## config.mk

```make
export PLATFORM = sky130hd
export DESIGN_NAME = regfile_write_arbiter
export DESIGN_NICKNAME = d
export VERILOG_FILES = /design/src/rtl/regfile_write_arbiter.sv
export SDC_FILE = /design/constraint.sdc
export NUM_CORES = 1
export LEC_CHECK = 0
export CAP_MARGIN = 10
export CORE_MARGIN = 3
export CORE_UTILIZATION = 25
export CTS_CLUSTER_DIAMETER = 50
export DETAILED_ROUTE_END_ITERATION = 6
export PLACE_DENSITY = 0.51
export SETUP_SLACK_MARGIN = 0.3
export SLEW_MARGIN = 15
export SYNTH_ARGS = -nofsm -noshare
export SYNTH_HDL_FRONTEND = slang
export SYNTH_SLANG_ARGS = --single-unit
```

## constraint.sdc

```tcl
create_clock -name clk -period 2 [get_ports clk]
set_input_delay 0.2 -clock clk [delete_from_list [all_inputs] [get_ports clk]]
set_output_delay 0.2 -clock clk [all_outputs]
set_load 0.05 [all_outputs]
```

## src/rtl/regfile_write_arbiter.sv

```systemverilog
// Round-robin arbiter sharing one register-file write port between NUM_REQ requesters.
// The winning write is registered onto the port one cycle after acceptance; x0 writes are dropped.
module regfile_write_arbiter #(
    parameter int unsigned NUM_REQ = 2,
    parameter int unsigned ADDR_W  = 5,
    parameter int unsigned DATA_W  = 32,
    parameter int unsigned CNT_W   = 32
) (
    input  logic                         clk,
    input  logic                         rst,
    input  logic [NUM_REQ-1:0]           req_valid,
    output logic [NUM_REQ-1:0]           req_ready,
    input  logic [NUM_REQ*ADDR_W-1:0]    req_addr,
    input  logic [NUM_REQ*DATA_W-1:0]    req_data,
    input  logic                         wp_stall,
    output logic                         wp_wen,
    output logic [ADDR_W-1:0]            wp_addr,
    output logic [DATA_W-1:0]            wp_data,
    output logic [$clog2(NUM_REQ)-1:0]   wp_src,
    output logic [CNT_W-1:0]             write_count
);

    localparam int unsigned SRC_W = $clog2(NUM_REQ);
    localparam int unsigned SUM_W = SRC_W + 1;

    logic [SRC_W-1:0]     rr_ptr_q, rr_ptr_d;
    logic                 wen_q, wen_d;
    logic [ADDR_W-1:0]    addr_q, addr_d;
    logic [DATA_W-1:0]    data_q, data_d;
    logic [SRC_W-1:0]     src_q, src_d;
    logic [CNT_W-1:0]     cnt_q, cnt_d;

    logic [2*NUM_REQ-1:0] valid_dbl;
    logic [NUM_REQ-1:0]   valid_rot;
    logic                 found;
    logic [SRC_W-1:0]     offset;
    logic [SUM_W-1:0]     idx_sum;
    logic [SRC_W-1:0]     grant_idx;
    logic                 fire;
    logic [ADDR_W-1:0]    sel_addr;
    logic [DATA_W-1:0]    sel_data;

    // Rotate requests so the search starts at rr_ptr, then map the first hit back to a requester index.
    always_comb begin
        valid_dbl = {req_valid, req_valid};
        valid_rot = NUM_REQ'(valid_dbl >> rr_ptr_q);
        found     = 1'b0;
        offset    = '0;
        for (int unsigned k = 0; k < NUM_REQ; k++) begin
            if (!found && valid_rot[k]) begin
                found  = 1'b1;
                offset = SRC_W'(k);
            end
        end
        idx_sum   = SUM_W'(rr_ptr_q) + SUM_W'(offset);
        grant_idx = (idx_sum >= SUM_W'(NUM_REQ)) ? SRC_W'(idx_sum - SUM_W'(NUM_REQ))
                                                 : SRC_W'(idx_sum);
        fire      = found && rst && !wp_stall;
    end

    always_comb begin
        req_ready = '0;
        sel_addr  = '0;
        sel_data  = '0;
        for (int unsigned i = 0; i < NUM_REQ; i++) begin
            req_ready[i] = fire && (grant_idx == SRC_W'(i));
            if (grant_idx == SRC_W'(i)) begin
                sel_addr = req_addr[i*ADDR_W +: ADDR_W];
                sel_data = req_data[i*DATA_W +: DATA_W];
            end
        end
    end

    always_comb begin
        rr_ptr_d = rr_ptr_q;
        wen_d    = 1'b0;
        addr_d   = addr_q;
        data_d   = data_q;
        src_d    = src_q;
        cnt_d    = wen_q ? cnt_q + CNT_W'(1) : cnt_q;
        if (fire) begin
            rr_ptr_d = (grant_idx == SRC_W'(NUM_REQ - 1)) ? '0 : SRC_W'(grant_idx + SRC_W'(1));
            wen_d    = (sel_addr != '0);
            addr_d   = sel_addr;
            data_d   = sel_data;
            src_d    = grant_idx;
        end
    end

    always_ff @(posedge clk) begin
        if (!rst) begin
            rr_ptr_q <= '0;
            wen_q    <= 1'b0;
            addr_q   <= '0;
            data_q   <= '0;
            src_q    <= '0;
            cnt_q    <= '0;
        end else begin
            rr_ptr_q <= rr_ptr_d;
            wen_q    <= wen_d;
            addr_q   <= addr_d;
            data_q   <= data_d;
            src_q    <= src_d;
            cnt_q    <= cnt_d;
        end
    end

    assign wp_wen      = wen_q;
    assign wp_addr     = addr_q;
    assign wp_data     = data_q;
    assign wp_src      = src_q;
    assign write_count = cnt_q;

endmodule

```

; Yosys cells after proc, flatten, opt, wreduce, memory -nomap -nowiden
; Index checks and enable logic that the tools add are counted.
[classes]
bitwise_logic = 1
n_shift = 1
magnitude_cmp = 1
muxes = 7
addsub = 4
reduce_logical = 9
[op_table]
columns = op, count
row1 = "adder 32 x 1 -> 32 bit, second input constant", 1
row2 = 2-to-1 mux 32 bit, 1
row3 = logical AND 1 bit, 5
row4 = 2-to-1 mux 1 bit, 5
row5 = 2-to-1 mux 5 bit, 1
row6 = nonzero test 5 bit, 1
row7 = right shift 4 x 1 -> 2 bit, 1
row8 = adder 1 x 1 -> 2 bit, 1
row9 = ">= comparator 2 bit, second input constant", 1
row10 = logical NOT 1 bit, 2
row11 = AND reduction 2 bit, 1
row12 = "adder 1 bit, second input constant", 1
row13 = inverter 1 bit, 1
row14 = "subtractor 1 bit, second input constant", 1
[totals]
elab_cells = 29
out_inout_bits = 73
regBits = 72

; Longest topological paths before layout
[depth]
word_depth = 10
mapped_depth = 6
ltp_nobuf = 5

; Least setup slack after synthesis
; OpenSTA, ideal clock, no wires.
[synth_timing]
path_kind = register to register
startpoint = register cnt_q[16] (netlist: write_count[16])
endpoint = register cnt_q[26] (netlist: write_count[26])
period_less_slack_ns = 2.258
required_ns = 1.930
n_path_buf = 1
t_arrival_ns = 2.188
path_stages_with_launch = 6
path_slack_ns = -0.258
cell_sequence = dfxtp_1 > nand4_2 > or4_4 > buf_6 > or4_1 > a21oi_1
[synth_between]
elab_chain_cells = 1
[synth_rtl]
columns = element, line
row1 = start: declaration, 31  ; logic [CNT_W-1:0] cnt_q, cnt_d;
row2 = start signal: assignment, 104  ; cnt_q <= cnt_d;
row3 = adder 32 x 1 -> 32 bit, 80  ; cnt_d = wen_q ? cnt_q + CNT_W'(1) : cnt_q;
; No other way between the ends.
; A chain may end at the register's enable or synchronous reset.

; Worst setup path after layout
[layout_timing]
startpoint = register cnt_q[17] (netlist: write_count[17])
endpoint = register cnt_q[20] (netlist: write_count[20])
; The elaborated chain is that of the path after synthesis.

==> impl_metrics.py <==
metrics = {
    "timing": {
        "tns_ns": 0,
        "finalMaxSlewViolations": 0,
        "finalWorstSetupSlack_ns": 0.234,
        "worst_hold_slack_ns": 0.367,
        "setup_violations": 0,
        "post-route-period-util_pct": 88.3,
        "period_needed_ns": 1.77,
        "max_freq_ghz": 0.566,
        "clock_skew_ns": 0.00387,
        "timing.slew.headroom_pct": 56.5,
        "final-hold-violation-count": 0,
        "tightest_slew_ns": 0.652,
        "rsz0062_at_grt": "yes",
    },
    "clock_network": {
        "cts-root-buf": "clkbuf_16",
        "numCtsBuffers": 9,
        "clk-insertion-delay-late_ns": 0.33,
        "clk_pin_slew_ns": 0.06,
        "clkSinkCount": 72,
        "h-tree-depth": 3,
        "cts_tree": "done",
        "hold_buffers": 0,
        "clk_path_buf_depth": 2,
    },
    "synth": {
        "yosysTopAreaCellShare_pct": 44.3,
        "synth_simple_gate_area_share_pct": 20.7,
        "synth-warning-count": 0,
        "synthesis.area_sq_um": 3250,
        "mappedNetlistNets": 439,
        "synth_cells": 359,
        "ys_seq_elements": 72,
        "synth_top_family_by_area": "simple AND/OR/NAND/NOR gates",
        "syn_area_per_cell_sq_um": 9.06,
        "yosysTopAreaCell": "dfxtp_1",
        "synth.distinct_cells": 33,
        "synth_xor_area_share_pct": 2.96,
        "synth_flop_cell": "dfxtp_1",
        "synth_fa_ha_area_share_pct": 0.693,
        "yosysSeqAreaShare_pct": 44.3,
        "synth.mux.area_fraction_pct": 13.5,
        "synth_area_leaders": "dfxtp_1 (44%), mux2i_1 (14%), a211oi_1 (7.4%)",
        "synth_async_sr_flop_share_pct": 0,
        "synth-compound-area-share_pct": 14.0,
        "synth_edf_count": 0,
    },
    "job": {
        "maxCapViolCount": 0,
    },
    "detailed_routing": {
        "drt_pass1_iterations": 4,
        "ant_nets": 0,
        "wirelength_mm": 10.6,
        "num_vias": 3306,
        "drt-initial-drc-count": 179,
        "wire_per_inst_um": 14.9,
        "vias_per_cell": 4.62,
        "drc_errors": 0,
    },
    "layout": {
        "num_antenna_cells": 0,
        "synthToLayoutAreaGrowth_pct": 78.3,
        "final-seq-area_sq_um": 1530,
        "multiInputGateArea_sq_um": 1870,
        "nNetsFinal": 619,
        "nFillCells": 1263,
        "drive_gt1_share_pct": 20.0,
        "finish.instance_area_sq_um": 5800,
    },
    "setup_path": {
        "cp_max_fo": 4,
        "startpoint_type": "register",
        "cp_slowest_cell": "dfxtp_4",
        "critical_path_required_ns": 2.24,
        "worstSetupPathType": "reg2reg",
        "path_common_cell": "buf_4",
        "crit_chain": "buf_4 > and4_1 > nand4_1 > buf_4 > or3_1 > a21oi_1",
        "crit_path_end_kind": "register",
        "arrival_ns": 2.01,
        "max_stage_delay_ns": 0.37,
        "reg2reg_depth": 6,
    },
    "power": {
        "total_power_w": 0.00369,
        "peakVddDrop_mv": 0.319,
        "power_density_nw_per_um2": 636,
        "p_leak_nw": 2.64,
    },
    "grt": {
        "grt_pass1_vias": 3175,
        "grt_first_pass_wirelength_mm": 16.3,
        "antenna_found_initial": 0,
        "grt.overflow.total": 0,
        "grt_max_degree": 57,
        "track_usage_pct": 14.4,
    },
    "floorplanning": {
        "die_w_um": 120,
        "die_area_sq_um": 14400,
        "die_h_um": 120,
        "initial_core_util_pct": 25.7,
        "core-area_sq_um": 12700,
        "ios": 152,
        "fp-row-count": 41,
    },
    "placement": {
        "routabilityCongestion": 0.748,
        "place_area_sq_um": 5180,
        "hpwl_mm": 7.47,
        "port_buffers": 151,
        "pre_cts_slack_ns": -0.00593,
    },
    "run_status": {
        "status": "finished, final reports clean",
    },
    "worst_hold_path": {
        "hold_class": "in2reg",
        "hold_depth": 3,
    },
}
-- synthesized netlist by cell type, types with 6 or more instances --
library cell and n:
dfxtp_1 72, nor2_1 47, mux2i_1 44, a211oi_1 32, nand3_1 19, clkbuf_1 16
nand2_1 15, a21oi_1 14, o21ai_0 10, or4_1 10, o31ai_1 9, buf_1 7
nor4_1 7, or3_1 7, xnor2_1 7, nand2b_1 6
-- power by group --
| group | internal, W | switching (W) | total [W] |
|---|---|---|---|
| Combinational | 0.000339 | 0.000407 | 0.000746 |
| Sequential | 0.00146 | 0.0000323 | 0.00150 |
| Clock | 0.000874 | 0.000572 | 0.00145 |
-- critical path: cells and delay by family (launching register included) --
kind | cells | cell delay (ns)
buf+inv | 2 | 0.35
flops | 1 | 0.37
compound gates | 1 | 0.17
simple gates | 3 | 0.80
-- cell families after synthesis --
logic type	after synthesis
DFF	72
adders and majority gates	2
buffers and inverters	31
muxes	44
and+or+nand+nor	131
AOI/OAI and AO/OA	68
xor gates and xnor gates	11
-- routing by layer --
metal	GRT usage, %	share of wire, %
met1	16.7	40
met2	22.6	48
met3	7.21	10
met4	5.73	1.5
met5	0	0
-- sequential cells by signal, indices dropped and copies added (netlist names) --
name and count:
rr_ptr_q 1, wp_data 32, write_count 32, wp_addr 5
wp_wen 1, wp_src 1
-- cells in the final DEF, fill, tap and decap left out, types with 6 or more instances in the layout --
cell and count:
a211oi_1 32, a21oi_1 12, buf_4 35, clkbuf_16 9, clkdlybuf4s50_1 81, dfxtp_1 48
dfxtp_4 24, dlygate4sd2_1 43, dlymetal6s2s_1 25, mux2i_1 44, nand2_1 14, nand2b_1 6
nand3_1 14, nor2_1 46, o21ai_0 10, or4_1 9, xnor2_1 7
-- final timing paths --
check / slack, ns / endpoint / startpoint
setup / recovery: 0.23 / write_count[20] / write_count[17]
setup reg to reg: 0.23 / write_count[20] / write_count[17]
hold reg to reg: 0.46 / wp_addr[0] / wp_addr[0]
hold / removal: 0.37 / wp_data[26] / rst
-- final cells by class --
cell class	instances	share of cell area (%)
tap	172	3.71
clock inverter	1	0.0863
timing repair buffer	192	32.7
sequential	72	26.4
multi-input combinational	258	32.3
inverter	6	0.388
clock buffer	15	4.44
-- repair_timing --
action,CTS,global route
setup endpoints to repair,62,40
cloned,2,0
setup buffers,12,16
resized for setup,52,43
pin swaps,5,13
-- per-stage QoR --
stage	util, %	cells
CTS	43.8	700
global placement	40.9	670
finish	45.8	716
global route	45.8	716
detailed placement	40.9	670
floorplan	-	359
No activity file was read; power rests on OpenSTA's default activity.
